`config.mk`:
```
export PLATFORM = sky130hd
export DESIGN_NAME = draw_player_flat
export DESIGN_NICKNAME = d
export VERILOG_FILES = /design/src/rtl/draw_player_if.sv /design/src/rtl/draw_player.sv /design/src/flat_wrapper.sv
export SDC_FILE = /design/constraint.sdc
export NUM_CORES = 1
export LEC_CHECK = 0
export ABC_AREA = 0
export CAP_MARGIN = 30
export CORE_ASPECT_RATIO = 1.5
export CORE_MARGIN = 3
export CORE_UTILIZATION = 51
export CTS_BUF_LIST = sky130_fd_sc_hd__clkbuf_8
export CTS_CLUSTER_SIZE = 12
export DETAILED_ROUTE_END_ITERATION = 16
export PLACE_DENSITY_LB_ADDON = 0.25
export SYNTH_ARGS = -nofsm -noshare
export SYNTH_HDL_FRONTEND = slang
export SYNTH_SLANG_ARGS = --single-unit
export TNS_END_PERCENT = 20
```
`constraint.sdc`:
```
create_clock -name clk -period 3.8 [get_ports clk]
set_input_delay 0.38 -clock clk [delete_from_list [all_inputs] [get_ports clk]]
set_output_delay 0.38 -clock clk [all_outputs]
set_load 0.05 [all_outputs]
```
`src/rtl/draw_player_if.sv`:
```
// -----------------------------------------------------------------------------
// vga_if : video timing + colour bundle passed between drawing stages.
//
// Carries one pixel's timing information and its colour:
//   hcount[10:0], vcount[10:0]  current pixel coordinates
//   hsync, vsync                sync pulses
//   hblnk, vblnk                blanking flags
//   rgb[11:0]                   colour of this pixel
//
// Modports:
//   in   : a stage consuming the stream from the stage upstream of it
//   out  : a stage producing the stream for the stage downstream of it
// -----------------------------------------------------------------------------
interface vga_if;
  logic [10:0] hcount;
  logic [10:0] vcount;
  logic        hsync;
  logic        vsync;
  logic        hblnk;
  logic        vblnk;
  logic [11:0] rgb;

  modport in (
    input hcount, vcount, hsync, vsync, hblnk, vblnk, rgb
  );

  modport out (
    output hcount, vcount, hsync, vsync, hblnk, vblnk, rgb
  );
endinterface

```
`src/rtl/draw_player.sv`:
```
// -----------------------------------------------------------------------------
// draw_player : overlays the 32x32 animated player sprite on the video stream.
//
// The incoming stream (background from the ladder stage) is delayed two pixel
// clocks. In the first cycle the pixel position is tested against the player
// box and a sprite ROM address is registered; the synchronous ROM answers one
// cycle later, and the sprite pixel replaces the background unless it carries
// the transparency colour key.
//
// Player position is sampled once per frame (rising edge of vblnk) so the
// sprite never tears mid-frame. A small walk FSM toggles between two animation
// frames every ANIM_DIV video frames while the player is moving.
//
// Parameters:
//   SPRITE_SIZE  sprite width/height in pixels (only 32 supported)
//   ANIM_DIV     video frames per walk-animation step (1..255)
//   KEY_RGB      transparent colour key in ROM data
//
// Ports:
//   clk          pixel clock
//   rst          synchronous active-high reset
//   start_game   enables drawing and animation
//   xpos, ypos   player top-left corner (screen pixels)
//   moving       player is walking
//   dir_left     player faces left (only used with mirroring)
//   rgb_pixel    sprite ROM data, valid one cycle after pixel_addr
//   pixel_addr   sprite ROM address {frame, row[4:0], col[4:0]}
//   in           upstream timing + background (vga_if.in)
//   out          timing + composited colour, 2 cycles later (vga_if.out)
//
// Configuration:
//   PLAYER_MIRROR_EN  when defined, the sprite is drawn horizontally flipped
//                     while the player faces left. When undefined dir_left
//                     is ignored.
// -----------------------------------------------------------------------------
module draw_player #(
  parameter int          SPRITE_SIZE = 32,
  parameter int          ANIM_DIV    = 8,
  parameter logic [11:0] KEY_RGB     = 12'hF0F
) (
  input  logic        clk,
  input  logic        rst,
  input  logic        start_game,
  input  logic [10:0] xpos,
  input  logic [10:0] ypos,
  input  logic        moving,
  input  logic        dir_left,
  input  logic [11:0] rgb_pixel,
  output logic [10:0] pixel_addr,
  vga_if.in           in,
  vga_if.out          out
);

  typedef enum logic [1:0] {
    IDLE   = 2'd0,
    WALK_A = 2'd1,
    WALK_B = 2'd2
  } anim_state_t;

  localparam logic [7:0] ANIM_LAST = 8'(ANIM_DIV - 1);

  // ---------------------------------------------------------------------------
  // Frame boundary detection and per-frame position capture
  // ---------------------------------------------------------------------------
  logic        r_vblnk_q;
  logic [10:0] r_x_q;
  logic [10:0] r_y_q;
  logic        w_frame_start;

  assign w_frame_start = in.vblnk & ~r_vblnk_q;

  always_ff @(posedge clk) begin
    if (rst) begin
      r_vblnk_q <= 1'b0;
      r_x_q     <= '0;
      r_y_q     <= '0;
    end else begin
      r_vblnk_q <= in.vblnk;
      if (w_frame_start) begin
        r_x_q <= xpos;
        r_y_q <= ypos;
      end
    end
  end

`ifdef PLAYER_MIRROR_EN
  logic r_dir_q;

  always_ff @(posedge clk) begin
    if (rst) begin
      r_dir_q <= 1'b0;
    end else if (w_frame_start) begin
      r_dir_q <= dir_left;
    end
  end
`else
  // Facing direction has no visible effect when mirroring is not built in.
  logic w_unused_dir;
  assign w_unused_dir = dir_left;
`endif

  // ---------------------------------------------------------------------------
  // Walk animation FSM. Everything advances only at a frame boundary, and the
  // frame bit handed to the address path is the state being entered, so a
  // whole video frame always shows one animation frame.
  // ---------------------------------------------------------------------------
  anim_state_t r_state;
  logic [7:0]  r_anim_cnt;
  logic        r_frame;

  always_ff @(posedge clk) begin
    if (rst) begin
      r_state    <= IDLE;
      r_anim_cnt <= '0;
      r_frame    <= 1'b0;
    end else if (!start_game) begin
      // Leaving the game always parks the animation, even on a boundary.
      r_state    <= IDLE;
      r_anim_cnt <= '0;
      r_frame    <= 1'b0;
    end else if (w_frame_start) begin
      case (r_state)
        IDLE: begin
          r_anim_cnt <= '0;
          r_frame    <= 1'b0;
          if (moving) begin
            r_state <= WALK_A;
          end
        end
        WALK_A: begin
          if (!moving) begin
            r_state    <= IDLE;
            r_anim_cnt <= '0;
            r_frame    <= 1'b0;
          end else if (r_anim_cnt == ANIM_LAST) begin
            r_state    <= WALK_B;
            r_anim_cnt <= '0;
            r_frame    <= 1'b1;
          end else begin
            r_anim_cnt <= r_anim_cnt + 8'd1;
            r_frame    <= 1'b0;
          end
        end
        WALK_B: begin
          if (!moving) begin
            r_state    <= IDLE;
            r_anim_cnt <= '0;
            r_frame    <= 1'b0;
          end else if (r_anim_cnt == ANIM_LAST) begin
            r_state    <= WALK_A;
            r_anim_cnt <= '0;
            r_frame    <= 1'b0;
          end else begin
            r_anim_cnt <= r_anim_cnt + 8'd1;
            r_frame    <= 1'b1;
          end
        end
        default: begin
          r_state    <= IDLE;
          r_anim_cnt <= '0;
          r_frame    <= 1'b0;
        end
      endcase
    end
  end

  // ---------------------------------------------------------------------------
  // Cycle 0: box hit test and sprite coordinates.
  // The box end is formed at 12 bits so a sprite near the right/bottom edge
  // does not wrap around and light up pixels at column/row 0.
  // ---------------------------------------------------------------------------
  logic [11:0] w_x_end;
  logic [11:0] w_y_end;
  logic        w_in_x;
  logic        w_in_y;
  logic        w_hit;
  logic [4:0]  w_row;
  logic [4:0]  w_col_off;
  logic [4:0]  w_col;

  assign w_x_end = {1'b0, r_x_q} + 12'(SPRITE_SIZE);
  assign w_y_end = {1'b0, r_y_q} + 12'(SPRITE_SIZE);

  assign w_in_x = (in.hcount >= r_x_q) && ({1'b0, in.hcount} < w_x_end);
  assign w_in_y = (in.vcount >= r_y_q) && ({1'b0, in.vcount} < w_y_end);

  assign w_hit = start_game & ~in.hblnk & ~in.vblnk & w_in_x & w_in_y;

  // Only the low 5 bits of the offsets matter, and they are identical whether
  // the subtraction is done at full or at 5-bit width.
  assign w_row     = in.vcount[4:0] - r_y_q[4:0];
  assign w_col_off = in.hcount[4:0] - r_x_q[4:0];

`ifdef PLAYER_MIRROR_EN
  assign w_col = r_dir_q ? (5'd31 - w_col_off) : w_col_off;
`else
  assign w_col = w_col_off;
`endif

  // ---------------------------------------------------------------------------
  // Two-stage video pipeline. Stage 1 holds the ROM address and the first
  // copy of timing/background; stage 2 lines the hit flag and background up
  // with the ROM data returning from the synchronous sprite ROM.
  // ---------------------------------------------------------------------------
  logic [10:0] r_pixel_addr;
  logic        r_hit_d1;
  logic        r_hit_d2;
  logic [10:0] r_hcount_d1;
  logic [10:0] r_vcount_d1;
  logic        r_hsync_d1;
  logic        r_vsync_d1;
  logic        r_hblnk_d1;
  logic        r_vblnk_d1;
  logic [11:0] r_rgb_d1;
  logic [10:0] r_hcount_d2;
  logic [10:0] r_vcount_d2;
  logic        r_hsync_d2;
  logic        r_vsync_d2;
  logic        r_hblnk_d2;
  logic        r_vblnk_d2;
  logic [11:0] r_rgb_d2;

  always_ff @(posedge clk) begin
    if (rst) begin
      r_pixel_addr <= '0;
      r_hit_d1     <= 1'b0;
      r_hit_d2     <= 1'b0;
      r_hcount_d1  <= '0;
      r_vcount_d1  <= '0;
      r_hsync_d1   <= 1'b0;
      r_vsync_d1   <= 1'b0;
      r_hblnk_d1   <= 1'b0;
      r_vblnk_d1   <= 1'b0;
      r_rgb_d1     <= '0;
      r_hcount_d2  <= '0;
      r_vcount_d2  <= '0;
      r_hsync_d2   <= 1'b0;
      r_vsync_d2   <= 1'b0;
      r_hblnk_d2   <= 1'b0;
      r_vblnk_d2   <= 1'b0;
      r_rgb_d2     <= '0;
    end else begin
      // Outside the box the address is left alone, saving ROM toggling.
      if (w_hit) begin
        r_pixel_addr <= {r_frame, w_row, w_col};
      end
      r_hit_d1    <= w_hit;
      r_hit_d2    <= r_hit_d1;
      r_hcount_d1 <= in.hcount;
      r_vcount_d1 <= in.vcount;
      r_hsync_d1  <= in.hsync;
      r_vsync_d1  <= in.vsync;
      r_hblnk_d1  <= in.hblnk;
      r_vblnk_d1  <= in.vblnk;
      r_rgb_d1    <= in.rgb;
      r_hcount_d2 <= r_hcount_d1;
      r_vcount_d2 <= r_vcount_d1;
      r_hsync_d2  <= r_hsync_d1;
      r_vsync_d2  <= r_vsync_d1;
      r_hblnk_d2  <= r_hblnk_d1;
      r_vblnk_d2  <= r_vblnk_d1;
      r_rgb_d2    <= r_rgb_d1;
    end
  end

  assign pixel_addr = r_pixel_addr;

  assign out.hcount = r_hcount_d2;
  assign out.vcount = r_vcount_d2;
  assign out.hsync  = r_hsync_d2;
  assign out.vsync  = r_vsync_d2;
  assign out.hblnk  = r_hblnk_d2;
  assign out.vblnk  = r_vblnk_d2;

  // Composite: ROM data arrives in this cycle, so the mux is combinational
  // behind registered select/background. The key colour lets the background
  // show through the sprite's transparent pixels.
  assign out.rgb = (r_hit_d2 && (rgb_pixel != KEY_RGB)) ? rgb_pixel : r_rgb_d2;

endmodule

```
`src/flat_wrapper.sv`:
```
// flat-port wrapper written by rule: the top's interface ports become plain ports
module draw_player_flat 
#(
  parameter int          SPRITE_SIZE = 32,
  parameter int          ANIM_DIV    = 8,
  parameter logic [11:0] KEY_RGB     = 12'hF0F
)
  (clk, rst, start_game, xpos, ypos, moving, dir_left, rgb_pixel, pixel_addr, in_hcount, in_vcount, in_hsync, in_vsync, in_hblnk, in_vblnk, in_rgb, out_hcount, out_vcount, out_hsync, out_vsync, out_hblnk, out_vblnk, out_rgb);
  vga_if in_i ();
  vga_if out_i ();
  input  logic clk;
  input  logic rst;
  input  logic start_game;
  input  logic [10:0] xpos;
  input  logic [10:0] ypos;
  input  logic moving;
  input  logic dir_left;
  input  logic [11:0] rgb_pixel;
  output logic [10:0] pixel_addr;
  input wire logic [$bits(in_i.hcount)-1:0] in_hcount;
  input wire logic [$bits(in_i.vcount)-1:0] in_vcount;
  input wire logic [$bits(in_i.hsync)-1:0] in_hsync;
  input wire logic [$bits(in_i.vsync)-1:0] in_vsync;
  input wire logic [$bits(in_i.hblnk)-1:0] in_hblnk;
  input wire logic [$bits(in_i.vblnk)-1:0] in_vblnk;
  input wire logic [$bits(in_i.rgb)-1:0] in_rgb;
  output wire logic [$bits(out_i.hcount)-1:0] out_hcount;
  output wire logic [$bits(out_i.vcount)-1:0] out_vcount;
  output wire logic [$bits(out_i.hsync)-1:0] out_hsync;
  output wire logic [$bits(out_i.vsync)-1:0] out_vsync;
  output wire logic [$bits(out_i.hblnk)-1:0] out_hblnk;
  output wire logic [$bits(out_i.vblnk)-1:0] out_vblnk;
  output wire logic [$bits(out_i.rgb)-1:0] out_rgb;
  assign in_i.hcount = in_hcount;
  assign in_i.vcount = in_vcount;
  assign in_i.hsync = in_hsync;
  assign in_i.vsync = in_vsync;
  assign in_i.hblnk = in_hblnk;
  assign in_i.vblnk = in_vblnk;
  assign in_i.rgb = in_rgb;
  assign out_hcount = out_i.hcount;
  assign out_vcount = out_i.vcount;
  assign out_hsync = out_i.hsync;
  assign out_vsync = out_i.vsync;
  assign out_hblnk = out_i.hblnk;
  assign out_vblnk = out_i.vblnk;
  assign out_rgb = out_i.rgb;
  draw_player #(.SPRITE_SIZE(SPRITE_SIZE), .ANIM_DIV(ANIM_DIV), .KEY_RGB(KEY_RGB)) u_core (.clk(clk), .rst(rst), .start_game(start_game), .xpos(xpos), .ypos(ypos), .moving(moving), .dir_left(dir_left), .rgb_pixel(rgb_pixel), .pixel_addr(pixel_addr), .in(in_i), .out(out_i));
endmodule
```
==> results.cfg <==
[yosys]
ys_seq_area_frac = 0.465
syn_inst = 558
synth_area_per_cell_um2 = 9.41
synth_most_common_cell = dfxtp_1
synth_top_area_frac = 0.465
yosysUniqueCellTypes = 39
synth-async-reset-ratio = 0
ys.flop_type = dfxtp_1
synth_area_leader_cell = dfxtp_1
synth-seq-cells = 122
postSynthNetCount = 678
synth_area_leaders = dfxtp_1, nor2b_1, ha_1, nand2_1, a21oi_1
syn_area_um2 = 5250
synth_edf_count = 0
yosysWarnings = 0
synthTopCellsByCount = dfxtp_1, nor2b_1, nand2_1, a21oi_1, ha_1

[run]
cap_violations = 0

[worst_setup_path]
timing.rr.start = u_core.r_x_q[5]
crit_chain = ha_1 > nand3_1 > xnor2_1 > ha_1 > a21o_1 > a32oi_1 > nand4_1 > or4b_4 > mux2_4
start_kind = flop
crit_start = u_core.r_x_q[5]
worst_r2r_endpoint = u_core.pixel_addr[8]
worst-path-stages = 9
crit_top_cell = ha_1
crit_fanout = 12
crit_buf_inv = 0
rrSetupSlack_ns = 0.88
end_kind = flop
critPathCapture = u_core.pixel_addr[8]
worst-setup-path-type = reg2reg
reg2regPathDepth = 9
slowest_delay_ns = 0.70
path_delay_family = simple AND/OR/NAND/NOR gates
required_ns = 4.12
arrival_ns = 3.24
crit_slowest_cell = or4b_4

[cts]
cts_root_buf = clkbuf_8
post_cts_buffers = 0
clk_pin_slew_ns = 0.07
cts_max_level = 4
cts_buffers = 17
cts_tree = built
cts_buffer_depth = 2
clock_latency_ns = 0.43
postCtsHoldBufs = 0
cts-resized-gates = 0
clkSinkCount = 122

[sta]
grt_setup_unrepaired = false
timing.fmax_mhz = 343
skew_ns = 0.00721
min_period_ns = 2.92
finalSetupViolCount = 0
tightestPinTransition_ns = 0.907
hold_violations = 0
post-route-period-util = 0.767
fin_setup_tns_ns = 0
maxSlewHeadroom = 0.396
slew_viol_final = 0

[layout]
drive_above_1_share = 0.102
fillers = 785
layout.nets = 805
synthToLayoutAreaGrowth_pct = 32.8
finish.instance_area_um2 = 6970
n_antenna_cell = 0

[grt]
grt-ovfl-total = 0
grt_pass1_vias = 4165
antenna_found_initial = 0
grt_pass1_wl_mm = 18.1
grt_start_max_net_pins = 97
grtUsageTotal = 0.203

[power_and_ir_drop]
ir_drop_v = 0.000235
cellLeakagePower_nw = 2.84
totalPowerFinal_mw = 2.90
p_per_area_nw_per_um2 = 416

[place]
dpl-instance-area_um2 = 6580
gp_congestion = 0.842
portBuffers = 124
dp_hpwl_mm = 8.39

[routing]
drt_iter0_drc = 139
vias = 4137
drcViolationCount = 0
ant_nets = 0
firstDrtPassIters = 4
wl_per_cell_um = 13.7
via_per_inst = 5.09
routed_wl_mm = 11.2

[die]
dieArea_um2 = 11600
core_area_um2 = 9850
ios = 126
die_h_um = 130
initial_utilization = 0.533
chipWidth_um = 88.9
placementRows = 44

[run_status]
outcome = finished clean

[min_path]
hold_path_class = reg2reg
worstHoldStart = u_core.r_rgb_d1[6]
## how the worst min path moves through the flow
stage,depth (start not counted),to
2_1_floorplan,1,u_core.out.hblnk
3_3_place_gp,1,u_core.out.hblnk
3_5_place_dp,1,u_core.out.vcount[3]
4_1_cts,1,u_core.out.vcount[5]
5_1_grt,1,u_core.out.vcount[5]
6_report,1,u_core.r_rgb_d2[6]
## layout by cell type (no fill, tap or decap), drive strengths merged, types with 18 or more instances in the layout
cell	n
a21oi	42
buf	18
clkbuf	18
clkdlybuf4s50	111
dfxtp	122
ha	41
inv	33
nand2	69
nor2	29
nor2b	86
## registers in the layout, indices dropped and copies added (netlist names), 11 cells and up
| name | flops |
|---|---|
| u_core.r_rgb_d1 | 12 |
| u_core.r_rgb_d2 | 12 |
| u_core.out.hcount | 11 |
| u_core.out.vcount | 11 |
| u_core.pixel_addr | 11 |
| u_core.r_hcount_d1 | 11 |
| u_core.r_vcount_d1 | 11 |
| u_core.r_x_q | 11 |
| u_core.r_y_q | 11 |
## routing by layer
metal,up-vias,global-route usage,share of wire
met5,-,0,0
met4,0,0.0961,0.026
met3,23,0.0625,0.056
met2,120,0.369,0.53
met1,1894,0.205,0.39
li1,2100,-,-
## stage by stage
step	std cells	hold slack, ns	utilization	setup WS [ns]
after global routing	813	0.450	0.708	0.779
after detailed placement	781	0.424	0.667	0.518
after CTS	813	0.438	0.708	0.901
after global placement	780	0.416	0.665	0.558
final	813	0.437	0.708	0.884
after floorplan	558	0.414	-	1.12
## where the power goes
group	total, mW	leakage [nW]	internal [mW]	switching, mW
clock	1.13	0.205	0.603	0.527
combinational	0.419	1.63	0.200	0.219
sequential	1.35	1.00	1.33	0.0194
total	2.90	2.84	2.13	0.765
## kinds of logic (layout without fill, tap and decap cells)
group                    Yosys count  after routing  share of synthesized area
AND/OR/NAND/NOR                  225            225                      0.225
multiplexers                      21             21                     0.0484
AO/OA/AOI/OAI                     79             79                     0.0889
adder cells (fa/ha/maj)           43             43                      0.105
buffers and inverters             50            190                     0.0372
flip-flops                       122            122                      0.465
XOR/XNOR                          18             18                     0.0300
## final cells by class
type	count	area [um^2]	share of cell area
clock buffer	18	248	0.0355
clock inverter	14	148	0.0212
inverter	29	109	0.0156
multi-input combinational	386	2620	0.375
sequential	122	2440	0.350
tap	115	144	0.0206
timing repair buffer	129	1270	0.182
No activity file was read; power rests on OpenSTA's default activity.
==> variant 1 (config.mk and constraints unchanged) <==
The option `PLAYER_MIRROR_EN` is turned on by a define.
--- a/src/rtl/draw_player.sv
+++ b/src/rtl/draw_player.sv
@@ -35,2 +35,4 @@
 // -----------------------------------------------------------------------------
+`define PLAYER_MIRROR_EN
+
 module draw_player #(
Function: changed (a bounded check fails within 4 cycles, from zero or initial values and one cycle with rst high).
==> variant 1 against the original RTL <==
Final area up 2.8%. Critical path depth up 1. Setup slack better by 0.13 ns. Routed wire length up 5.0%. Area after synthesis up 1.8%. Total power up 7.9%. Sequential cell count up 1. First-iteration DRC count down 5.8%. Largest power group unchanged.
==> variant 1: results (changes against the original RTL) <==
Outcome
  • Outcome: complete, no violations

Worst hold path
  • Worst Hold Class: reg -> reg
  • Worst Hold Path EP: u_core.out.vcount[4]
  • Hold path cells: 1 (unchanged)
  • Hold Startpoint: u_core.r_vcount_d1[4]

STA
  • Setup Skew: 0.00505 ns (-0.00216 ns)
  • Actual slew at the worst max-slew pin: 0.748 ns (-0.158 ns)

Yosys
  • Sequential area share after synthesis: 46.1% (-0.44 points)
  • Post-synthesis mux area share: 3.58% (-1.3 points)
  • Cell variety after synth: 46 (+18%)
  • Synth Area in Adders: 10.3% (-0.18 points)
  • Post-synth net total: 682 (+0.59%)
  • Compound-gate portion of the synthesized area: 11.0% (+2.2 points)
  • XOR/XNOR share of the synthesized area: 3.77% (+0.77 points)
  • Top cell types by occurrence after synthesis: 123 x dfxtp_1, 81 x nor2b_1, 67 x nand2_1
  • Async set-reset flop share out of synthesis: 0% (unchanged)
  • Yosys warnings: 0 (unchanged)
  • Synth top area cells: dfxtp_1 46%, ha_1 9.6%, nor2b_1 9.5%, nand2_1 4.7%, a21oi_1 4.1%

Global route
  • Antenna violations before repair: 0 (unchanged)
  • Largest net degree at the start of global routing: 79 (-19%)
  • First-pass GRT wire length: 18,400 µm (+1.8%)
  • GRT Total Usage: 20.2% (-0.11 points)

Setup path
  • Max incr delay on CP: 0.42 ns (-0.28 ns)
  • Worst r2r src: u_core.r_x_q[5]
  • Critical Path AT: 3.14 ns (-0.10 ns)
  • Reg2reg setup slack: 1.01 ns (+0.13 ns)
  • Cell depth of the worst flop-to-flop path: 10 (+1)
  • Reg2reg end: u_core.pixel_addr[6]
  • Worst-path fanout max: 7 (-5)
  • Crit-path slowest cell: dfxtp_1

Routing
  • WL per Instance: 13.9 µm (+1.3%)
  • Via count: 4,227 (+2.2%)
  • Drt pass-1 iters: 6 (+2)
  • Iteration-0 DRC Markers: 131 (-5.8%)

Cells and area
  • Antenna diodes: 0 (unchanged)
  • Top flop regs: u_core.r_rgb_d1 x12, u_core.r_rgb_d2 x12
  • Final Net Count: 809 (+0.50%)
  • Share of cells above drive strength 1: 9.97% (-0.20 points)

Placed design
  • Placed inst area: 6700 µm² (+1.9%)
  • Gpl congestion: 0.869 (+3.2%)
  • I/O Buffers: 125 (+0.81%)
  • HPWL after DPL: 9050 µm (+7.8%)

Pwr
  • Peak supply drop: 0.000276 V (+17%)
  • Pleak: 0.00285 µW (+0.41%)

Clocking
  • Post-CTS sizing: 0 (unchanged)
  • Buffers inserted during post-CTS setup optimization: 0 (unchanged)
  • CTS clk-pin slew, worst paths: 0.07 ns (about the same)
  • Clk root buf: clkbuf_8
  • Clock Path Buffers: 2 (unchanged)
  • H-tree Lvls: 4 (unchanged)
  • CTS Buf Count: 17 (unchanged)
  • Worst skew pair latency: 0.42 ns
-- variant 1: kinds of logic after synthesis --
family          Yosys count
simple gates            213
flops                   123
compound gates           90
buf+inv                  54
fa+ha+maj                43
xor+xnor                 23
mux                      16
-- variant 1: worst max path at each step --
stage | from | end | slack (ns) | cells past startpoint
global placement | in_vcount[0] | u_core.pixel_addr[10] | 1.08 | 11
detailed placement | in_vcount[0] | u_core.pixel_addr[10] | 0.97 | 11
floorplan | u_core.r_x_q[5] | u_core.pixel_addr[0] | 1.37 | 10
global route | u_core.r_x_q[5] | u_core.pixel_addr[6] | 0.75 | 10
finish | u_core.r_x_q[5] | u_core.pixel_addr[6] | 1.01 | 10
CTS | u_core.r_x_q[5] | u_core.pixel_addr[6] | 0.99 | 10
-- variant 1: layout make-up --
| type | count | area (µm²) |
|---|---|---|
| repair buffers | 130 | 1260 |
| flip-flops and latches | 123 | 2460 |
| inverters | 32 | 120 |
| well taps | 141 | 176 |
| clock buffers | 18 | 248 |
| fillers | 825 | 3020 |
| multi-input cells | 385 | 2680 |
| clock inverters | 14 | 218 |
-- variant 1: metrics by stage --
step,util (%),hold WS [ns],instances,setup WS (ns)
2_1_floorplan,-,0.414,562,1.37
3_5_place_dp,65.8,0.420,811,0.966
5_1_grt,70.3,0.454,843,0.752
4_1_cts,70.3,0.434,843,0.994
6_report,70.3,0.431,843,1.01
3_3_place_gp,65.6,0.417,810,1.08
-- variant 1: power by group --
part,internal (µW),switching (µW)
clock,802,512
sequential,1340,23.3
combinational,208,241
total,2350,776
-- variant 1: per-layer routing --
layer | wire [µm] | global-route usage, % | up-vias | part of all wire [%]
met3 | 693 | 5.90 | 34 | 5.9
met5 | 0 | 0 | - | 0
met1 | 4550 | 20.7 | 1916 | 39
met2 | 6050 | 35.6 | 135 | 52
met4 | 418 | 10.0 | 0 | 3.6
li1 | - | - | 2142 | -
-- variant 1: critical path: cells and delay by family, from the launching register on --
kind                       cells  cell delay (ns)
muxes                          1             0.22
DFF                            1             0.42
adders and majority gates      2             0.55
AOI/OAI and AO/OA              4             0.86
and+or+nand+nor                2             0.53
xor gates and xnor gates       1             0.14
==> variant 2 (same settings) <==
Without the edit above. Encoding of `anim_state_t`: now one-hot (3 bits for 3 states).
--- a/src/rtl/draw_player.sv
+++ b/src/rtl/draw_player.sv
@@ -53,6 +53,6 @@
 
-  typedef enum logic [1:0] {
-    IDLE   = 2'd0,
-    WALK_A = 2'd1,
-    WALK_B = 2'd2
+  typedef enum logic [2:0] {
+    IDLE   = 3'b001,
+    WALK_A = 3'b010,
+    WALK_B = 3'b100
   } anim_state_t;
Formal check against the unedited RTL: no difference found for any inputs over 4 cycles, from zero or initial values and one cycle with rst high; so few cycles prove little.
==> variant 2 against the original RTL <==
Final area fell by 1.2%. Non-clock buffer count unchanged. Sequential share of layout area increased by 0.71 points. Setup slack improved by 0.12 ns. Sequential cell count is 1 higher. Clock skew is 0.00064 ns higher. Total power is 2.4% lower. First-iteration DRC count down 16%. Routed wire length rose by 5.9%. Area after synthesis down 0.31%. Critical path depth up 1. Maximum frequency up 4.4%. Critical path type unchanged. Critical endpoint is now u_core.pixel_addr[5].
==> variant 2: results (changes against the original RTL) <==
Yosys
  • Yosys warnings: 0 (unchanged)
  • Top cell types by occurrence after synthesis: 123 x dfxtp_1, 79 x nor2b_1, 67 x nand2_1
  • Sequential area share after synthesis: 47.0% (+0.53 points)
  • Compound-gate portion of the synthesized area: 11.9% (+3.0 points)
  • Synth Area in Adders: 9.61% (-0.92 points)
  • Cell variety after synth: 44 (+13%)
  • Synth top area cells: dfxtp_1 47%, nor2b_1 9.4%, ha_1 8.8%, a21oi_1 4.9%, nand2_1 4.8%
  • Post-synthesis mux area share: 1.94% (-2.9 points)
  • Syn_area_per_cell: 9.30 µm² (-1.2%)
  • Post-synth net total: 679 (+0.15%)
  • XOR/XNOR share of the synthesized area: 3.51% (+0.51 points)

Routing
  • Overall routed net length: 11,800 µm (+5.9%)
  • WL per Instance: 14.5 µm (+5.7%)
  • Iteration-0 DRC Markers: 117 (-16%)
  • Via count: 4,231 (+2.3%)
  • Drt pass-1 iters: 6 (+2)

Setup path
  • Crit-path slowest cell: dfxtp_1
  • Worst-path fanout max: 9 (-3)
  • Worst path top cell family by delay: simple AND/OR/NAND/NOR gates
  • Critical Path AT: 3.07 ns (-0.17 ns)
  • Max incr delay on CP: 0.42 ns (-0.28 ns)

Cells and area
  • Antenna diodes: 0 (unchanged)
  • Final Net Count: 803 (-0.25%)
  • Share of cells above drive strength 1: 9.14% (-1.0 points)

STA
  • Actual slew at the worst max-slew pin: 0.966 ns (+0.0596 ns)
  • Setup Skew: 0.00785 ns (+0.000638 ns)
  • Final hold vios: 0 (unchanged)

Pwr
  • Pleak: 0.00270 µW (-5.1%)
  • Peak supply drop: 0.000350 V (+49%)

Clocking
  • Worst skew pair latency: approximately 0.42 ns
  • Post-CTS sizing: 0 (unchanged)

Global route
  • Number of global-route vias before repair: 4,041 (-3.0%)
  • GRT Total Usage: 20.5% (+0.25 points)
  • First-pass GRT wire length: 18,200 µm (+0.72%)
  • Largest net degree at the start of global routing: 68 (-30%)

Placed design
  • Setup WS pre-CTS: 0.814 ns (+0.296 ns)
  • Gpl congestion: 0.856 (+1.7%)
  • HPWL after DPL: 8930 µm (+6.4%)
  • Placed inst area: 6530 µm² (-0.76%)
  • I/O Buffers: 124 (unchanged)
  • Placed Cells: 783 (+0.26%)

Outcome
  • Outcome: complete, no violations
## variant 2: cell count changes after synthesis, moves of 5 or more
cell,before,now
a21oi_1,42,51
a31oi_1,0,5
mux2_4,6,0
nand4_1,6,12
nor2_1,29,19
nor2b_1,86,79
o31ai_1,2,8
## variant 2: metrics by stage
step,hold slack [ns],power [µW]
after CTS,0.439,2850
after detailed placement,0.422,1830
after global placement,0.418,1810
after global routing,0.450,2950
after floorplan,0.414,1660
final,0.433,2830
## variant 2: worst paths after layout
kind | start | end | slack, ns | depth (start not counted)
setup reg to reg | u_core.r_x_q[6] | u_core.pixel_addr[5] | 1.01 | 10
hold / removal | u_core.r_hcount_d1[10] | u_core.out.hcount[10] | 0.43 | 1
hold reg to reg | u_core.r_hcount_d1[10] | u_core.out.hcount[10] | 0.43 | 1
setup / recovery | u_core.r_x_q[6] | u_core.pixel_addr[5] | 1.01 | 10
## variant 2: cell type report
class | count | area [µm²]
clock inverters | 15 | 129
repair buffers | 129 | 1240
flip-flops and latches | 123 | 2460
well taps | 115 | 144
clock buffers | 17 | 234
fillers | 768 | 2960
inverters | 29 | 109
multi-input cells | 387 | 2570
## variant 2: kinds of logic (layout without fill, tap and decap cells)
group / count (synthesis) / in the layout
and+or+nand+nor: 216 / 216
adders and majority gates: 39 / 39
muxes: 9 / 9
xor gates and xnor gates: 21 / 21
buffers and inverters: 53 / 190
AOI/OAI and AO/OA: 102 / 102
DFF: 123 / 123
## variant 2: power by group
group / internal [µW] / switching (µW)
registers: 1340 / 23.5
clock network: 514 / 516
logic: 200 / 236
## variant 2: metal layers
metal | up-vias | global-route usage [%] | share of wire [%]
li1 | 2152 | - | -
met1 | 1946 | 22.7 | 41
met2 | 119 | 36.8 | 51
met3 | 14 | 5.62 | 5.9
met4 | 0 | 7.47 | 1.4
met5 | - | 0 | 0
